[src/rtl/serial_add_sequencer_if.sv]
// rtl/serial_add_sequencer_if.sv - operand/result handshake bundle for the bit-serial adder
interface serial_add_sequencer_if #(
  parameter int WIDTH = 8
);
  logic             in_valid;
  logic             in_ready;
  logic [WIDTH-1:0] in_a;
  logic [WIDTH-1:0] in_b;
  logic             out_valid;
  logic             out_ready;
  logic [WIDTH-1:0] out_sum;
  logic             out_carry;
  logic             busy;

  modport slave (
    input  in_valid, in_a, in_b, out_ready,
    output in_ready, out_valid, out_sum, out_carry, busy
  );

  modport master (
    output in_valid, in_a, in_b, out_ready,
    input  in_ready, out_valid, out_sum, out_carry, busy
  );
endinterface

[src/rtl/serial_add_sequencer.sv]
// rtl/serial_add_sequencer.sv - bit-serial adder: one full-adder bit per cycle, WIDTH-cycle latency
module half_adder (
  input  logic a,
  input  logic b,
  output logic s,
  output logic c
);
  assign s = a ^ b;
  assign c = a & b;
endmodule

module serial_add_sequencer #(
  parameter int WIDTH = 8
) (
  input logic                  clk,
  input logic                  rst_n,
  serial_add_sequencer_if.slave bus
);
  localparam int CW = (WIDTH > 1) ? $clog2(WIDTH) : 1;
  localparam logic [CW-1:0] LAST = CW'(WIDTH - 1);

  typedef enum logic [1:0] {
    IDLE = 2'd0,
    RUN  = 2'd1,
    DONE = 2'd2
  } state_t;

  state_t state;
  state_t state_nxt;

  logic [WIDTH-1:0] a_q;
  logic [WIDTH-1:0] b_q;
  logic [WIDTH-1:0] res_q;
  logic [WIDTH-1:0] res_nxt;
  logic             carry_q;
  logic             out_carry_q;
  logic [CW-1:0]    cnt_q;

  logic in_ready;
  logic out_valid;
  logic busy;
  logic accept;
  logic run;

  logic ha0_s, ha0_c, ha1_s, ha1_c, fa_c;

  half_adder u_ha0 (.a(a_q[0]), .b(b_q[0]), .s(ha0_s), .c(ha0_c));
  half_adder u_ha1 (.a(ha0_s), .b(carry_q), .s(ha1_s), .c(ha1_c));
  assign fa_c = ha0_c | ha1_c;

  // Each new sum bit enters at the MSB so after WIDTH shifts bit 0 sits at res_q[0].
  assign res_nxt = (res_q >> 1) | (WIDTH'(ha1_s) << (WIDTH - 1));

  always_ff @(posedge clk or negedge rst_n) begin
    if (!rst_n) begin
      state <= IDLE;
    end else begin
      state <= state_nxt;
    end
  end

  always_comb begin
    state_nxt = IDLE;
    in_ready  = 1'b0;
    out_valid = 1'b0;
    busy      = 1'b0;
    accept    = 1'b0;
    run       = 1'b0;
    case (state)
      IDLE: begin
        in_ready = 1'b1;
        if (bus.in_valid) begin
          accept    = 1'b1;
          state_nxt = RUN;
        end
      end
      RUN: begin
        busy      = 1'b1;
        run       = 1'b1;
        state_nxt = (cnt_q == LAST) ? DONE : RUN;
      end
      DONE: begin
        busy      = 1'b1;
        out_valid = 1'b1;
        state_nxt = bus.out_ready ? IDLE : DONE;
      end
      default: state_nxt = IDLE;
    endcase
  end

  // out_carry_q mirrors carry_q only on RUN edges so the visible carry never moves at accept.
  always_ff @(posedge clk or negedge rst_n) begin
    if (!rst_n) begin
      a_q         <= '0;
      b_q         <= '0;
      res_q       <= '0;
      carry_q     <= 1'b0;
      out_carry_q <= 1'b0;
      cnt_q       <= '0;
    end else if (accept) begin
      a_q     <= bus.in_a;
      b_q     <= bus.in_b;
      carry_q <= 1'b0;
      cnt_q   <= '0;
    end else if (run) begin
      a_q         <= a_q >> 1;
      b_q         <= b_q >> 1;
      res_q       <= res_nxt;
      carry_q     <= fa_c;
      out_carry_q <= fa_c;
      if (cnt_q != LAST) begin
        cnt_q <= cnt_q + CW'(1);
      end
    end
  end

  assign bus.in_ready  = in_ready;
  assign bus.out_valid = out_valid;
  assign bus.busy      = busy;
  assign bus.out_sum   = res_q;
  assign bus.out_carry = out_carry_q;
endmodule

[src/flat_wrapper.sv]
// flat-port wrapper written by rule: the top's interface ports become plain ports
module serial_add_sequencer_flat 
#(
  parameter int WIDTH = 8
)
  (clk, rst_n, bus_in_valid, bus_in_a, bus_in_b, bus_out_ready, bus_in_ready, bus_out_valid, bus_out_sum, bus_out_carry, bus_busy);
  serial_add_sequencer_if #(.WIDTH(WIDTH)) bus_i ();
  input logic clk;
  input logic rst_n;
  input wire logic [$bits(bus_i.in_valid)-1:0] bus_in_valid;
  input wire logic [$bits(bus_i.in_a)-1:0] bus_in_a;
  input wire logic [$bits(bus_i.in_b)-1:0] bus_in_b;
  input wire logic [$bits(bus_i.out_ready)-1:0] bus_out_ready;
  output wire logic [$bits(bus_i.in_ready)-1:0] bus_in_ready;
  output wire logic [$bits(bus_i.out_valid)-1:0] bus_out_valid;
  output wire logic [$bits(bus_i.out_sum)-1:0] bus_out_sum;
  output wire logic [$bits(bus_i.out_carry)-1:0] bus_out_carry;
  output wire logic [$bits(bus_i.busy)-1:0] bus_busy;
  assign bus_i.in_valid = bus_in_valid;
  assign bus_i.in_a = bus_in_a;
  assign bus_i.in_b = bus_in_b;
  assign bus_i.out_ready = bus_out_ready;
  assign bus_in_ready = bus_i.in_ready;
  assign bus_out_valid = bus_i.out_valid;
  assign bus_out_sum = bus_i.out_sum;
  assign bus_out_carry = bus_i.out_carry;
  assign bus_busy = bus_i.busy;
  serial_add_sequencer #(.WIDTH(WIDTH)) u_core (.clk(clk), .rst_n(rst_n), .bus(bus_i));
endmodule
[config.mk]
export PLATFORM = sky130hd
export DESIGN_NAME = serial_add_sequencer_flat
export DESIGN_NICKNAME = d
export VERILOG_FILES = /design/src/rtl/serial_add_sequencer_if.sv /design/src/rtl/serial_add_sequencer.sv /design/src/flat_wrapper.sv
export SDC_FILE = /design/constraint.sdc
export NUM_CORES = 1
export LEC_CHECK = 0
export BUFFER_PORTS_ARGS = -buffer_cell sky130_fd_sc_hd__buf_2
export CAP_MARGIN = 20
export CORE_ASPECT_RATIO = 0.8
export CORE_MARGIN = 2
export CORE_UTILIZATION = 47
export CTS_CLUSTER_DIAMETER = 50
export CTS_CLUSTER_SIZE = 12
export DETAILED_ROUTE_END_ITERATION = 7
export GPL_TIMING_DRIVEN = 0
export PLACE_DENSITY = 0.76
export SETUP_SLACK_MARGIN = 0.3
export SYNTH_ARGS = -nofsm -noshare
export SYNTH_HDL_FRONTEND = slang
export SYNTH_HIERARCHICAL = 1
export SYNTH_SLANG_ARGS = --single-unit
[constraint.sdc]
create_clock -name clk -period 1.4 [get_ports clk]
set_input_delay 0.14 -clock clk [delete_from_list [all_inputs] [get_ports clk]]
set_output_delay 0.14 -clock clk [all_outputs]
set_load 0.02 [all_outputs]
==> summary.md <==
| Metric | Value |
|---|---|
| Total Routing Usage GR | 0.210 |
| Critical path peak fanout | 4 |
| Post-synth EDFFs | 0 |
| Cell Rows | 18 |
| Syn avg cell area | ~12 um2 |
| Area of the mapped netlist | ~1500 um2 |
| Fill cell count | between 150 and 200 |
| Startpoint types | flip-flop |
| Antenna violations before repair | 0 |
| Worst min path class | in -> reg |
| Sequential share of the synthesized area | 0.534 |
| Number of global-route vias before repair | ~1100 |
| Clock Sinks | 31 |
| Clk_lat worst skew | approximately 0.29 ns |
| Highest metal used | met4 |
| Die area | 3560 um2 |
| Crit path capture type | flip-flop |
| Synthesized Nets | 150 |
| Outcome | complete, but fails checks |
| Clock group share of total power | 0.129 |
| Fin. Hold Viols | 0 |
| Placed instance count | between 150 and 200 |
| Critical path, cell by cell | ha_1 > ha_2 > nand2b_4 > buf_4 > buf_6 > a21oi_2 |
| Sw Ratio | 0.367 |
| Layout cells sized above 1 | 0.661 |
| Largest area contributor in the netlist | dfrtp_1 |
| Most used DFF post-synth | dfrtp_1 |
| Die Ht | around 54 um |
| CORE AREA | ~3000 um2 |
| Arrival @ worst endpoint | roughly 1.7 ns |
| Multi-input logic area | 877 um2 |
| Dpl hpwl | 1880 um |
| RSZ-0062 raised after global routing | true |
| Layout Nets | 210 |
| Switching power of the nets | about 0.0023 W |
| CTS Root Cell | clkbuf_8 |
| Tcrit/Tclk final | 1.03 |
| Family with the most delay on the worst path | adder cells |
| Final worst slack | -0.0363 ns |
| PwrDens | approximately 2600 nW/um2 |
| Routed wl met2 | 1970 um |
| CP max-delay cell | dfrtp_1 |
| Register area | just under 800 um2 |
| Buf/Inv on CP | 2 |
| Starting Density | 0.482 |
| DR DRC count | 0 |
| Slew headroom | 0.538 |
| Synth cell count leaders | dfrtp_1, nand2_1, mux2i_1, o21ai_1 |
| Clock skew | slightly below 0.006 ns |
| Count leader, synth | dfrtp_1 |
| Worst vdd ir | around 1.3 mV |
| #FFs+latches synth | 31 |
| Tmin final | around 1.4 ns |
| Gr ovfl total | 0 |
| M1 wire length | ~1700 um |
| ANT cells | 0 |
| Fin Hold WS | ~0.058 ns |
| Routability Congestion | between 0.6 and 0.7 |
| Antenna-violating nets left | 0 |
| Failing checks | negative setup slack |
| Reg2Reg Setup Slack | -0.04 ns |
| Largest net degree at the start of global routing | 32 |
| WL per Instance | around 18 um |
| DR pass1 iterations | 4 |
| Warnings, synthesis | 6 |
| Combinational power share | 0.603 |
| Synth cell types | 18 |
| CTS tree | yes |
| Share of the synthesized area in the top cell type | 0.534 |
| Max-cap violations | 0 |
| Avg Vias per Cell | slightly above 5 |
| Input/output buffers | 31 |
| DRT Wirelength | ~3900 um |
| Area contributors post-synth | dfrtp_1, mux2i_1, ha_1 |
| Clock Tree Buf Depth | 2 |
| Io pins | 32 |
| CTS buffer count | 5 |
| Met3 wire length | ~220 um |
| Internal power | just under 0.004 W |
| Least-Margin Pin Slew | 0.693 ns |
| Reg clk slew, reported paths | approximately 0.07 ns |
| Flop pwr share | 0.268 |
| Power, Total | 0.00616 W |
| Worst setup path category | reg -> reg |
| Layout area overhead | 65.2% |
| Data required time at the worst endpoint | 1.62 ns |
| Via count | 1121 |
| Post-Syn Instances | approximately 120 |
| Final Max Slew Viols | 0 |
| Maximum clock frequency | ~700 MHz |
| Non-Filler Instances | about 220 |
| Async set-reset flop share out of synthesis | 1.00 |
| Leakage dissipation | roughly 1.2 nW |
| H-Tree Depth | 2 |
| First-pass GRT wire length | 5200 um |
| CP max stage delay | 0.40 ns |
| Final setup viols | 3 |
| DR iter-0 viols | 49 |
| Die Wd | roughly 66 um |
[power by group through the flow]
| stage | combinational (W) | sequential (W) | clock (W) |
|---|---|---|---|
| 6_report | 0.00372 | 0.00165 | 0.000795 |
| 5_1_grt | 0.00391 | 0.00169 | 0.000857 |
| 4_1_cts | 0.00304 | 0.00159 | 0.000798 |
| 3_5_place_dp | 0.00214 | 0.00159 | 0 |
| 3_3_place_gp | 0.00206 | 0.00156 | 0 |
| 2_1_floorplan | 0.00156 | 0.00169 | 0 |
[worst paths after layout]
| path | from | end | cells after the start |
|---|---|---|---|
| max | u_core/cnt_q[0] | u_core/state[0] | 6 |
| min | bus_in_b[5] | u_core/b_q[5] | 3 |
| max reg2reg | u_core/cnt_q[0] | u_core/state[0] | 6 |
| min reg2reg | u_core/b_q[7] | u_core/b_q[7] | 2 |
| max in group asynchronous | rst_n | u_core/b_q[2] | 2 |
| min in group asynchronous | rst_n | u_core/state[1] | 2 |
[registers in the layout (all words and copies together) (netlist names)]
register / count
u_core/state: 2
u_core/carry_q: 1
u_core/a_q: 8
u_core/bus.out_sum: 8
u_core/cnt_q: 3
u_core/bus.out_carry: 1
u_core/b_q: 8
[metrics by stage]
step	util	area, um2	setup WS (ns)	TNS [ns]
after detailed placement	0.575	1740	0.00188	0
after global placement	0.575	1740	0.0561	0
after floorplan	-	1530	0.141	0
final	0.796	2400	-0.0363	-0.0592
after global routing	0.796	2400	-0.0755	-0.190
after CTS	0.716	2160	0.0624	0
[tightest hold or removal path, stage by stage]
cell     delay [ns]
buf_2          0.09
nand2_2        0.04
o21ai_2        0.04
[routing by layer]
layer  vias up  global-route usage
met3         7              0.0753
met2        35               0.338
met1       547               0.265
met4         0              0.0714
met5         -                   0
li1        532                   -
[layout make-up]
class / instances / area share
tap: 40 / 0.0208
clock buffer: 8 / 0.0417
inverter: 2 / 0.00313
buffer: 7 / 0.0521
sequential: 31 / 0.323
timing repair buffer: 53 / 0.194
multi-input combinational: 82 / 0.365
[what timing repair did]
| action | in CTS | in global routing |
|---|---|---|
| endpoints found under the setup margin | 34 | 34 |
| gates resized for setup | 31 | 47 |
| pin swaps | 6 | 10 |
| hold buffers | 1 | 0 |
| buffers inserted | 13 | 4 |
| gates cloned | 3 | 1 |
| hold endpoints to repair | 31 | 0 |
[placed cells by master (no fill, tap or decap), drive strengths merged]
| cell | count |
|---|---|
| a21oi | 2 |
| and2 | 1 |
| buf | 58 |
| clkbuf | 9 |
| dfrtp | 31 |
| dlygate4sd3 | 1 |
| ha | 8 |
| inv | 2 |
| mux2 | 8 |
| mux2i | 16 |
| nand2 | 18 |
| nand2b | 4 |
| nor2 | 6 |
| nor3 | 1 |
| nor3b | 1 |
| o21ai | 16 |
| xor2 | 1 |
[logic make-up after synthesis]
family                     count (synthesis)  share of synthesized area
and+or+nand+nor                           31                      0.101
buffers and inverters                      9                     0.0568
xor gates and xnor gates                   1                    0.00603
DFF                                       31                      0.534
muxes                                     24                      0.172
adders and majority gates                  8                     0.0688
AOI/OAI and AO/OA                         18                     0.0620
Note: power is estimated with default switching activity, not from simulation.
